**src/rtl/varredura_display.sv**
```systemverilog
// varredura_display: multiplexed scan driver for a four-digit 7-segment display.
// A prescaler sets how long each digit stays lit. The scan steps through digits
// 0..3, and a valid/ready handshake loads new values. A loaded value only
// reaches the display at a frame boundary, so one frame never mixes two values.
// Optional build macro: VARREDURA_ZERO_BLANK_EN turns on leading-zero blanking.
module varredura_display #(
    parameter int PRESCALE = 50000
) (
    input  logic        clk,
    input  logic        rst_n,
    input  logic [15:0] valor,
    input  logic        carga,
    output logic        aceito,
    input  logic        habilita,
    output logic [3:0]  digito,
    output logic [3:0]  anodo
);

    localparam int CW = (PRESCALE > 1) ? $clog2(PRESCALE) : 1;
    localparam logic [CW-1:0] ULTIMO = CW'(PRESCALE - 1);

    typedef enum logic [1:0] {
        D0 = 2'd0,
        D1 = 2'd1,
        D2 = 2'd2,
        D3 = 2'd3
    } scan_t;

    logic [CW-1:0] contador;
    logic          tick;
    scan_t         estado;
    scan_t         proximo;
    logic          fronteira;
    logic          aceita;
    logic [15:0]   exibido;
    logic [15:0]   pendente;
    logic          pendente_valido;
    logic [3:0]    nibble;
    logic [3:0]    selecao;

    assign tick      = (contador == ULTIMO);
    assign fronteira = tick && (estado == D3);
    assign aceita    = carga && !pendente_valido;
    assign aceito    = ~pendente_valido;

    // Free-running prescaler; it wraps on the tick that advances the scan.
    always_ff @(posedge clk or negedge rst_n) begin
        if (!rst_n) begin
            contador <= '0;
        end else if (tick) begin
            contador <= '0;
        end else begin
            contador <= contador + CW'(1);
        end
    end

    // Scan state register.
    always_ff @(posedge clk or negedge rst_n) begin
        if (!rst_n) begin
            estado <= D0;
        end else begin
            estado <= proximo;
        end
    end

    // Next scan state: advance one digit per tick and wrap from D3 to D0.
    always_comb begin
        proximo = estado;
        if (tick) begin
            case (estado)
                D0:      proximo = D1;
                D1:      proximo = D2;
                D2:      proximo = D3;
                default: proximo = D0;
            endcase
        end
    end

    // One-entry load buffer. A new value moves to the display only at a frame boundary.
    always_ff @(posedge clk or negedge rst_n) begin
        if (!rst_n) begin
            exibido         <= 16'h0000;
            pendente        <= 16'h0000;
            pendente_valido <= 1'b0;
        end else if (fronteira && pendente_valido) begin
            exibido         <= pendente;
            pendente_valido <= 1'b0;
        end else if (aceita) begin
            pendente        <= valor;
            pendente_valido <= 1'b1;
        end
    end

    // Pick the nibble and the active-low digit select for the current scan slot.
    always_comb begin
        nibble  = exibido[3:0];
        selecao = 4'b1110;
        case (estado)
            D0: begin
                nibble  = exibido[3:0];
                selecao = 4'b1110;
            end
            D1: begin
                nibble  = exibido[7:4];
                selecao = 4'b1101;
            end
            D2: begin
                nibble  = exibido[11:8];
                selecao = 4'b1011;
            end
            default: begin
                nibble  = exibido[15:12];
                selecao = 4'b0111;
            end
        endcase
`ifdef VARREDURA_ZERO_BLANK_EN
        case (estado)
            D1:      if (exibido[15:4] == 12'h000) selecao = 4'b1111;
            D2:      if (exibido[15:8] == 8'h00) selecao = 4'b1111;
            D3:      if (exibido[15:12] == 4'h0) selecao = 4'b1111;
            default: ;
        endcase
`endif
    end

    // Registered display outputs. The disable input blanks the anodes but does not affect digito.
    always_ff @(posedge clk or negedge rst_n) begin
        if (!rst_n) begin
            digito <= 4'h0;
            anodo  <= 4'b1111;
        end else begin
            digito <= nibble;
            anodo  <= habilita ? selecao : 4'b1111;
        end
    end

endmodule

```
**config.mk**
```make
export PLATFORM = sky130hd
export DESIGN_NAME = varredura_display
export DESIGN_NICKNAME = d
export VERILOG_FILES = /design/src/rtl/varredura_display.sv
export SDC_FILE = /design/constraint.sdc
export NUM_CORES = 1
export LEC_CHECK = 0
export ABC_AREA = 1
export ABC_CLOCK_PERIOD_IN_PS = 1700
export CAP_MARGIN = 15
export CORE_MARGIN = 2
export CORE_UTILIZATION = 24
export DETAILED_ROUTE_END_ITERATION = 7
export DONT_BUFFER_PORTS = 1
export PLACE_DENSITY = 0.38
export SKIP_LAST_GASP = 1
export SLEW_MARGIN = 5
export SYNTH_ARGS = -nofsm -noshare
export SYNTH_HDL_FRONTEND = slang
export SYNTH_SLANG_ARGS = --single-unit
```
**constraint.sdc**
```tcl
create_clock -name clk -period 1.7 [get_ports clk]
set_input_delay 0.17 -clock clk [delete_from_list [all_inputs] [get_ports clk]]
set_output_delay 0.17 -clock clk [all_outputs]
set_load 0.1 [all_outputs]
```
Word-level counts from Yosys, hierarchy flattened
Cells that the tools add are included.
{"block": "op_classes", "n_addsub": 1, "mul": 0, "n_div": 0, "magnitude_cmp": 0, "n_eq_ne": 4, "n_shift": 0, "mux": 7, "bitwise_logic": 2, "reduce_logical": 7}
{"cell": "$pmux 4 s3", "count": 2}
{"cell": "$add 16x1->16 const B", "count": 1}
{"cell": "$eq 16x16->1 const B", "count": 1}
{"cell": "$mux 16", "count": 1}
{"cell": "$pmux 2 s3", "count": 1}
{"cell": "$eq 2x2->1 const B", "count": 2}
{"cell": "$mux 4", "count": 1}
{"cell": "$logic_and 1x1->1", "count": 3}
{"cell": "$eq 2x1->1 const B", "count": 1}
{"cell": "$logic_not 2->1", "count": 1}
{"cell": "$mux 1", "count": 2}
{"cell": "$not 1->1", "count": 2}
{"cell": "$reduce_and 2->1", "count": 1}
{"cell": "$reduce_bool 2->1", "count": 1}
{"cell": "$logic_not 1->1", "count": 1}
{"block": "word_totals", "ff_bits": 59, "latchBits": 0, "ramBits": 0, "mem_bits_ro": 0, "input_bits": 20, "out_inout_bits": 9, "wordCells": 28, "memories": 0}

Depth between registers and ports, before layout
Gate-level depths: netlist (run 1).
{"block": "depth", "ltp_word": 5, "depth_mapped": 9, "depth_no_buf": 9}

Worst setup path before layout (run 1)
OpenSTA, ideal clock, no wires.
{"block": "synth_path", "path_type": "register to register", "startpoint": "reg pendente_valido", "endpoint": "reg pendente[10]", "setup_time_ps": 125, "arrival_ps": 1844, "t_required_ps": 1575, "path_slack_ps": -269, "stages_incl_launch_ff": 5, "n_path_buf": 1, "period_less_slack_ps": 1969, "cell_sequence": "dfrtp_1 inv_1 nand2_1 buf_2 mux2_2"}
{"block": "synth_via", "elab_chain_cells": 3, "word_cells_on_any_way": 5, "cone_classes": "1 x bitwise; 4 x reduce/logical"}
{"element": "from (decl)", "line_no": "37", "rtl": "logic pendente_valido;"}
{"element": "from (signal assigned)", "line_no": "84", "rtl": "pendente_valido <= 1'b0;"}
{"element": "from (signal assigned)", "line_no": "87", "rtl": "pendente_valido <= 1'b0;"}
{"element": "from (signal assigned)", "line_no": "90", "rtl": "pendente_valido <= 1'b1;"}
{"element": "$logic_not 1->1 or $logic_and 1x1->1 (tied branches)", "line_no": "43, 85"}
{"element": "$logic_and 1x1->1 or $not 1->1 (tied branches)"}
{"element": "$reduce_and 2->1 (no line) *"}
{"element": "to (signal assigned)", "line_no": "89", "rtl": "pendente <= valor;"}
{"element": "to (decl)", "line_no": "36", "rtl": "logic [15:0] pendente;"}
Mark *: on every way between the ends. The rest lies on a longest branch, timed or not.
A chain may end at the register's enable or synchronous reset.

Final worst setup path (run 1)
{"block": "layout_path", "startpoint": "reg contador[0]", "endpoint": "reg exibido[14]"}
{"block": "layout_via", "elab_chain_cells": 3}
{"element": "from (decl)", "line_no": "29", "rtl": "logic [CW-1:0] contador;"}
{"element": "from (signal assigned)", "line_no": "53", "rtl": "contador <= contador + CW'(1);"}
{"element": "$eq 16x16->1", "line_no": "41", "rtl": "assign tick = (contador == ULTIMO);"}
{"element": "$logic_and 1x1->1", "line_no": "42", "rtl": "assign fronteira = tick && (estado == D3);"}
{"element": "$logic_and 1x1->1", "line_no": "85", "rtl": "end else if (fronteira && pendente_valido) begin"}
{"element": "to (signal assigned)", "line_no": "86", "rtl": "exibido <= pendente;"}
{"element": "to (decl)", "line_no": "35", "rtl": "logic [15:0] exibido;"}
No other way between the ends.

==> results.json, run 1 <==
{
  "postLayoutSetupSlackWorst_ps": 158,
  "vias_per_cell": 4.14,
  "path_max_fanout": 17,
  "routed_wl_um": 5800,
  "post-route-min-period_ps": 1540,
  "crit_chain": "ha_1 -> nand2_2 -> inv_2 -> nand2_4 -> nor2_8 -> nand3_4 -> nand2_1 -> nand2_1",
  "critical_path_class": "flip-flop to flip-flop",
  "final_antenna_net_count": 0,
  "peakVddDrop_mv": 0.485,
  "max_slew.worst_pin.slew_ps": 505,
  "antenna_cells": 0,
  "die_y_um": 109,
  "max_stage_delay_ps": 420,
  "design_area_mm2": 0.00331,
  "antenna_found_initial": 0,
  "portBuffers": 0,
  "cp_common_cell": "nand2_1",
  "cp_slowest_cell": "dfrtp_1",
  "finalHoldViolCount": 0,
  "dieArea_mm2": 0.0120,
  "cp.required_ps": 1940,
  "synth_nets": 310,
  "fmax_ghz": 0.649,
  "drv_slew": 0,
  "die_x_um": 109,
  "rsz0062_at_grt": "no",
  "grt_max_degree": 60,
  "h-tree-depth": 3,
  "cts_tree": "done",
  "coreArea_mm2": 0.0108,
  "grt_pass1_vias": 1967,
  "slew_headroom_pct": 66.4,
  "grt.busiest_layer": "met2",
  "status": "finished clean",
  "synthTopCellsByArea": "dfrtp_1, nand2_1, mux2_2",
  "synth_top_area_share_pct": 51.6,
  "post_route_cells_drive_above_1_share_pct": 17.0,
  "grt_remaining_overflow": 0,
  "yosys_warnings": 0,
  "maxCapViolCount": 0,
  "fin_worst_skew_ps": 12.8,
  "drtIter0Drc": 43,
  "p_leak_uw": 0.00160,
  "synth_cell_type_count": 26,
  "vias": 1922,
  "routedWlPerCell_um": 12.5,
  "cts.reportedPaths.clkPinSlew_ps": 80,
  "place_congestion": 0.759,
  "grt_usage_pct": 11.2,
  "totalPowerFinal_uw": 2900,
  "cts_num_sinks": 59,
  "dpl_cell_area_mm2": 0.00289,
  "rrSetupSlack_ps": 160,
  "endpoint_kind": "flip-flop",
  "start_kind": "flip-flop",
  "root_buffer": "clkbuf_8",
  "grt.met3_usage_pct": 3.62,
  "clock_latency_ps": 350,
  "use_met1_pct": 14.1,
  "route.detailed.drc": 0,
  "fin_setup_tns_ps": 0,
  "netlist_instances": 284,
  "synth_area_mm2": 0.00267,
  "io_pins": 29,
  "netlist.top_cell.by_area": "dfrtp_1",
  "ff2ff_path_depth": 8,
  "fin_nets": 345,
  "pre_cts_ws_ps": 148,
  "cts_buffers": 9,
  "synth-seq-area-share_pct": 55.5,
  "cp.arrival_ps": 1780,
  "initial_core_util_pct": 24.6,
  "fin_crit_sh_pct": 90.7,
  "hold_class": "input port to flip-flop",
  "use_met2_pct": 17.5,
  "setup_viol": 0,
  "synth_seq_cells": 59,
  "synth_area_per_cell_um2": 9.40,
  "dp.final_hpwl_um": 4060,
  "powerDensity_mw_per_mm2": 877,
  "dr.pass1.iters": 4,
  "clockBufferDepth": 2,
  "hold_depth": 2,
  "rows": 38,
  "grt_pass1_wl_um": 10100,
  "area_growth_pct": 24.1
}
[cells in the mapped netlist]
| library cell | n |
|---|---|
| a21oi_1 | 5 |
| a31oi_1 | 4 |
| buf_2 | 2 |
| buf_4 | 1 |
| buf_6 | 1 |
| clkbuf_1 | 1 |
| clkinv_1 | 1 |
| dfrtp_1 | 55 |
| dfstp_2 | 4 |
| ha_1 | 6 |
| inv_1 | 21 |
| inv_2 | 2 |
| mux2_2 | 16 |
| nand2_1 | 82 |
| nand2_2 | 1 |
| nand2_4 | 1 |
| nand3_1 | 7 |
| nand3_4 | 1 |
| nand4_1 | 18 |
| nor2_1 | 39 |
| nor2_4 | 1 |
| nor2_8 | 1 |
| nor3_1 | 1 |
| o21ai_0 | 7 |
| o21bai_1 | 1 |
| xor2_1 | 5 |
[critical path, delay by kind of cell, from the launching register on]
kind                     cells  cell delay [ps]
AND/OR/NAND/NOR              6              680
flip-flops                   1              420
adder cells (fa/ha/maj)      1              240
buffers and inverters        1               80
[metal layers]
metal	part of all wire [%]	routed length (um)
met1	47	2750
met2	48	2770
met3	3.4	197
met4	1.3	77
met5	0	0
[timing repair]
action,in CTS,in global routing
endpoints found under the hold margin,80,0
buffers inserted,0,0
gates resized for setup,0,1
endpoints found under the setup margin,0,1
hold buffers,20,0
[state kept, by name, summed over array words and instances (netlist names)]
register	count
pendente_valido	1
anodo	4
exibido	16
pendente	16
digito	4
contador	16
estado	2
[stage by stage]
stage          hold slack, ps  utilization, %  instances
6_report                  198            30.6        464
5_1_grt                   207            30.6        464
4_1_cts                   194            30.5        464
3_5_place_dp             -122            26.7        428
3_3_place_gp             -122            26.7        428
2_1_floorplan            -126               -        284
[final timing paths]
path,startpoint,endpoint
min in group asynchronous,rst_n,contador[2]
hold / removal,carga,pendente[0]
max in group asynchronous,rst_n,anodo[1]
setup reg to reg,contador[0],exibido[14]
setup / recovery,contador[0],exibido[14]
hold reg to reg,exibido[10],exibido[10]
[logic make-up (layout without fill, tap and decap cells)]
family          count (synthesis)  in the layout  synth area share (%)
compound gates                 17             17                  3.47
simple gates                  152            152                  25.2
xor+xnor                        5              5                  1.64
buf+inv                        29             69                  4.59
flops                          59             59                  55.5
fa+ha+maj                       6              6                  2.81
mux                            16             16                  6.75
[layout make-up]
class	instances	area, um2
Multi-Input combinational cell	196	1070
Timing Repair Buffer	29	289
Inverter	24	93.8
Fill cell	1167	7530
Sequential cell	59	1480
Tap cell	140	175
Clock inverter	7	76.3
Clock buffer	9	124
[power by group]
part,internal [uW],switching (uW)
Clock,683,626
Combinational,66.6,43.2
Sequential,1450,35.3
Total,2200,704
[cell usage in the layout (no fill, tap or decap), types with 2 or more instances in the layout]
cell,count
a31oi_1,4
a21oi_1,5
nand3_1,7
clkinvlp_4,3
ha_1,6
nand4_1,18
clkinv_4,2
dfstp_2,4
mux2_2,16
o21ai_0,7
nand2_1,81
xor2_1,5
nor2_1,39
nand2_4,2
dlygate4sd3_1,19
dfrtp_1,55
inv_2,2
clkbuf_8,9
buf_4,8
inv_1,20
Power figures use the tool's default switching activity.
==> inputs of run 2 (changes only) <==
ABC_CLOCK_PERIOD_IN_PS = 1600   (was 1700)
REMOVE_ABC_BUFFERS = 1   (was not set)
clock period = 1.6 ns   (was 1.7 ns; I/O delays follow)
==> results.json, run 2 (synthesis gave the netlist of run 1 again) <==
{
  "path_max_fanout": 16,
  "internal_power_uw": 2500,
  "cts_tree": "done",
  "maxCapViolCount": 0,
  "area_growth_pct": 25.7,
  "rows": 38,
  "top_regs": "contador: 16 flops, exibido: 16 flops, pendente: 16 flops",
  "power_switching_uw": 748,
  "hold_class": "input port to flip-flop",
  "grt_usage_pct": 11.5,
  "slew_headroom_pct": 67.1,
  "fin_crit_sh_pct": 94.7,
  "final_common_cell": "nand2_1",
  "portBuffers": 0,
  "finalHoldViolCount": 0,
  "h-tree-depth": 3,
  "fin_nets": 349,
  "grt_remaining_overflow": 0,
  "dieArea_mm2": 0.0120,
  "combPwrFrac_pct": 3.6,
  "fin_worst_skew_ps": 8.78,
  "peakVddDrop_mv": 0.518,
  "vias": 1970,
  "cp.arrival_ps": 1800,
  "post-route-min-period_ps": 1520,
  "mostFrequentLayoutCells": "nand2_1, dfrtp_1, nor2_1, inv_1, dlygate4sd3_1",
  "endpoint_kind": "flip-flop",
  "fmax_ghz": 0.660,
  "dp.final_hpwl_um": 4170,
  "grt_max_degree": 60,
  "root_buffer": "clkbuf_8",
  "grt_pass1_vias": 2048,
  "post_route_cells_drive_above_1_share_pct": 17.4,
  "io_pins": 29,
  "pwr-share-seq_pct": 48.6,
  "final_util_pct": 30.9,
  "fin_setup_tns_ps": 0,
  "final_antenna_net_count": 0,
  "antenna_cells": 0,
  "critical_path_class": "flip-flop to flip-flop",
  "rsz0062_at_grt": "yes",
  "setup_viol": 0,
  "p_leak_uw": 0.00163,
  "vias_per_cell": 4.21,
  "cts.reportedPaths.clkPinSlew_ps": 80,
  "cp.required_ps": 1880,
  "start_kind": "flip-flop",
  "initial_core_util_pct": 24.6,
  "die_x_um": 109,
  "antenna_found_initial": 0,
  "routed_wl_um": 6100,
  "die_y_um": 109,
  "max_slew.worst_pin.slew_ps": 494,
  "status": "finished clean",
  "powerDensity_mw_per_mm2": 967,
  "swShare_pct": 23.0,
  "grt_pass1_wl_um": 10300,
  "drv_slew": 0,
  "routedWlPerCell_um": 13.0,
  "drtIter0Drc": 51,
  "ctsResizeCount": 0,
  "route.detailed.drc": 0,
  "dr.pass1.iters": 4,
  "clockBufferDepth": 2,
  "cts_num_sinks": 59,
  "place_congestion": 0.785,
  "clock_latency_ps": 350,
  "cts_buffers": 9,
  "coreArea_mm2": 0.0108,
  "clock_power_share_pct": 47.8
}
==> run 2: power by group through the flow <==
stage	clock, uW	combinational, uW	sequential (uW)
after global placement	0	41.9	1610
after detailed placement	0	43.6	1610
after global routing	1660	133	1580
after floorplan	0	40.6	1600
final	1550	118	1580
after CTS	1600	123	1580
==> run 2: path summary, 6_finish.rpt <==
kind | from | end | slack, ps | cells past startpoint
max in group asynchronous | rst_n | anodo[1] | 910 | 2
max | contador[1] | exibido[12] | 80 | 8
min reg2reg | exibido[7] | exibido[7] | 480 | 2
min in group asynchronous | rst_n | contador[12] | 390 | 2
min | carga | pendente[2] | 310 | 3
max reg2reg | contador[1] | exibido[12] | 80 | 8
==> run 2: critical path, stage by stage, from the launching register on <==
cell,delay [ps]
dfrtp_1,380
ha_1,220
nand2_2,90
inv_2,80
nand2_4,80
nor2_8,160
buf_4,240
nand4_1,130
nand2_1,80
==> run 2: what timing repair did <==
item | CTS | global route
setup endpoints to repair | 0 | 11
endpoints found under the hold margin | 80 | 0
hold buffers | 20 | 0
buffers inserted | 0 | 0
==> run 2: cell type report <==
type	count	area, um2
multi-input cells	197	1070
clock inverters	7	101
flip-flops and latches	59	1480
repair buffers	32	308
inverters	24	90.1
fillers	1164	7490
clock buffers	9	124
well taps	140	175
==> run 2: stage by stage <==
step	setup slack [ps]	instance area, um2	std cells	power (uW)	hold slack (ps)
2_1_floorplan	-428	2640	279	1640	-136
3_3_place_gp	158	2900	431	1650	-133
3_5_place_dp	127	2900	431	1650	-132
4_1_cts	108	3340	467	3300	304
5_1_grt	-43.2	3350	468	3380	339
6_report	84.7	3350	468	3250	307
==> run 2: routing by layer <==
metal / vias up / share of wire (%) / GRT usage, %
met4: 0 / 1.6 / 4.61
met5: - / 0 / 0
met3: 10 / 3.2 / 3.38
met1: 931 / 48 / 14.7
li1: 1002 / - / -
met2: 27 / 47 / 18.2
==> inputs of run 3 (changes only) <==
REMOVE_ABC_BUFFERS = not set   (was 1)
==> results.json, run 3 (synthesis gave the netlist of run 1 again) <==
{
  "max_slew.worst_pin.slew_ps": 495,
  "top_regs": "contador: 16 flops, exibido: 16 flops, pendente: 16 flops",
  "start_kind": "flip-flop",
  "initial_core_util_pct": 24.6,
  "grt_usage_pct": 11.7,
  "fin_crit_sh_pct": 92.5,
  "rrSetupSlack_ps": 120,
  "power_switching_uw": 680,
  "fin_nets": 355,
  "io_pins": 29,
  "final_util_pct": 31.5,
  "antenna_cells": 0,
  "cts.reportedPaths.clkPinSlew_ps": 70,
  "endpoint": "exibido[9]",
  "coreArea_mm2": 0.0108,
  "r2r-end": "exibido[9]",
  "clockBufferDepth": 2,
  "endpoint_kind": "flip-flop",
  "routed_wl_um": 6020,
  "post-route-min-period_ps": 1480,
  "grt_pass1_vias": 2133,
  "dieArea_mm2": 0.0120,
  "vias": 1997,
  "p_leak_uw": 0.00169,
  "swShare_pct": 22.6,
  "drtIter0Drc": 75,
  "critical_path_class": "flip-flop to flip-flop",
  "dr.pass1.iters": 4,
  "combPwrFrac_pct": 4.5,
  "pwr-share-seq_pct": 52.4,
  "portBuffers": 0,
  "clock_latency_ps": 340,
  "cts_buffers": 9,
  "critPathLaunch": "contador[1]",
  "grt_max_degree": 60,
  "maxCapViolCount": 0,
  "dp.final_hpwl_um": 4300,
  "routedWlPerCell_um": 12.7,
  "area_growth_pct": 27.8,
  "fin_setup_tns_ps": 0,
  "cp.required_ps": 1830,
  "cts_tree": "done",
  "pre_cts_ws_ps": 66.0,
  "die_y_um": 109,
  "final_cells": 473,
  "mostFrequentLayoutCells": "nand2_1, dfrtp_1, nor2_1, inv_1, dlygate4sd3_1",
  "finalHoldViolCount": 0,
  "powerDensity_mw_per_mm2": 884,
  "fin_worst_skew_ps": 10.3,
  "vias_per_cell": 4.22,
  "whs_ps": 228,
  "ff2ff_path_depth": 8,
  "drv_slew": 0,
  "peakVddDrop_mv": 0.546,
  "clock_power_share_pct": 43.1,
  "internal_power_uw": 2330,
  "antenna_found_initial": 0,
  "postLayoutSetupSlackWorst_ps": 119,
  "hold_class": "input port to flip-flop",
  "rows": 38,
  "r2r_start": "contador[1]",
  "grt_remaining_overflow": 0,
  "dp_cells": 433,
  "grt_pass1_wl_um": 10600,
  "slew_headroom_pct": 67.1,
  "path_max_fanout": 8,
  "final_antenna_net_count": 0,
  "status": "finished clean",
  "cp.arrival_ps": 1710,
  "final_common_cell": "nand2_1",
  "root_buffer": "clkbuf_8",
  "die_x_um": 109,
  "setup_viol": 0,
  "fmax_ghz": 0.675,
  "cts_num_sinks": 59,
  "place_congestion": 0.784,
  "post_route_cells_drive_above_1_share_pct": 18.9,
  "h-tree-depth": 3,
  "route.detailed.drc": 0
}
==> run 3: repair_timing <==
action / 4_1_cts / 5_1_grt
endpoints found under the hold margin: 80 / 0
gates resized for setup: 0 / 1
buffers inserted: 0 / 4
setup endpoints to repair: 0 / 17
hold buffers: 20 / 0
==> run 3: layer usage <==
layer	wire length [um]	global-route usage, %	up-vias	part of all wire, %
met5	0	0	-	0
met4	132	5.61	0	2.2
met3	194	4.03	11	3.2
met2	2910	17.7	41	48
met1	2790	15.0	931	46
li1	-	-	1014	-
==> run 3: power groups by stage <==
stage	Combinational (uW)	Sequential, uW	Clock [uW]
finish	135	1580	1300
floorplan	57.4	1600	0
CTS	139	1580	1350
global route	150	1590	1420
global placement	59.1	1610	0
detailed placement	60.4	1610	0
==> run 3: how the worst min path moves through the flow <==
| stage | from | endpoint | cells after the start |
|---|---|---|---|
| after floorplan | rst_n | contador[0] | 0 |
| after global placement | rst_n | contador[5] | 0 |
| after detailed placement | rst_n | contador[11] | 0 |
| after CTS | carga | pendente[13] | 2 |
| after global routing | carga | pendente[13] | 2 |
| final | carga | pendente[12] | 2 |
==> run 3: final cells by class <==
class	count	area, um2
fill	1171	7430
sequential	59	1480
multi-input combinational	197	1120
timing repair buffer	38	357
tap	140	175
clock buffer	10	128
inverter	24	93.8
clock inverter	5	55.1
==> run 3: worst max-delay path, stage by stage, from the launching register on <==
cell	delay (ps)
dfrtp_1	370
ha_1	220
nand2_2	100
inv_2	80
nand2_4	80
nor2_8	170
nand3_2	190
nand2_1	110
nand2_1	50
==> run 3: stage by stage <==
| step | power, uW | instance area (um2) |
|---|---|---|
| after floorplan | 1650 | 2730 |
| after global placement | 1670 | 2970 |
| after detailed placement | 1670 | 2970 |
| after CTS | 3070 | 3370 |
| after global routing | 3160 | 3410 |
| final | 3010 | 3410 |
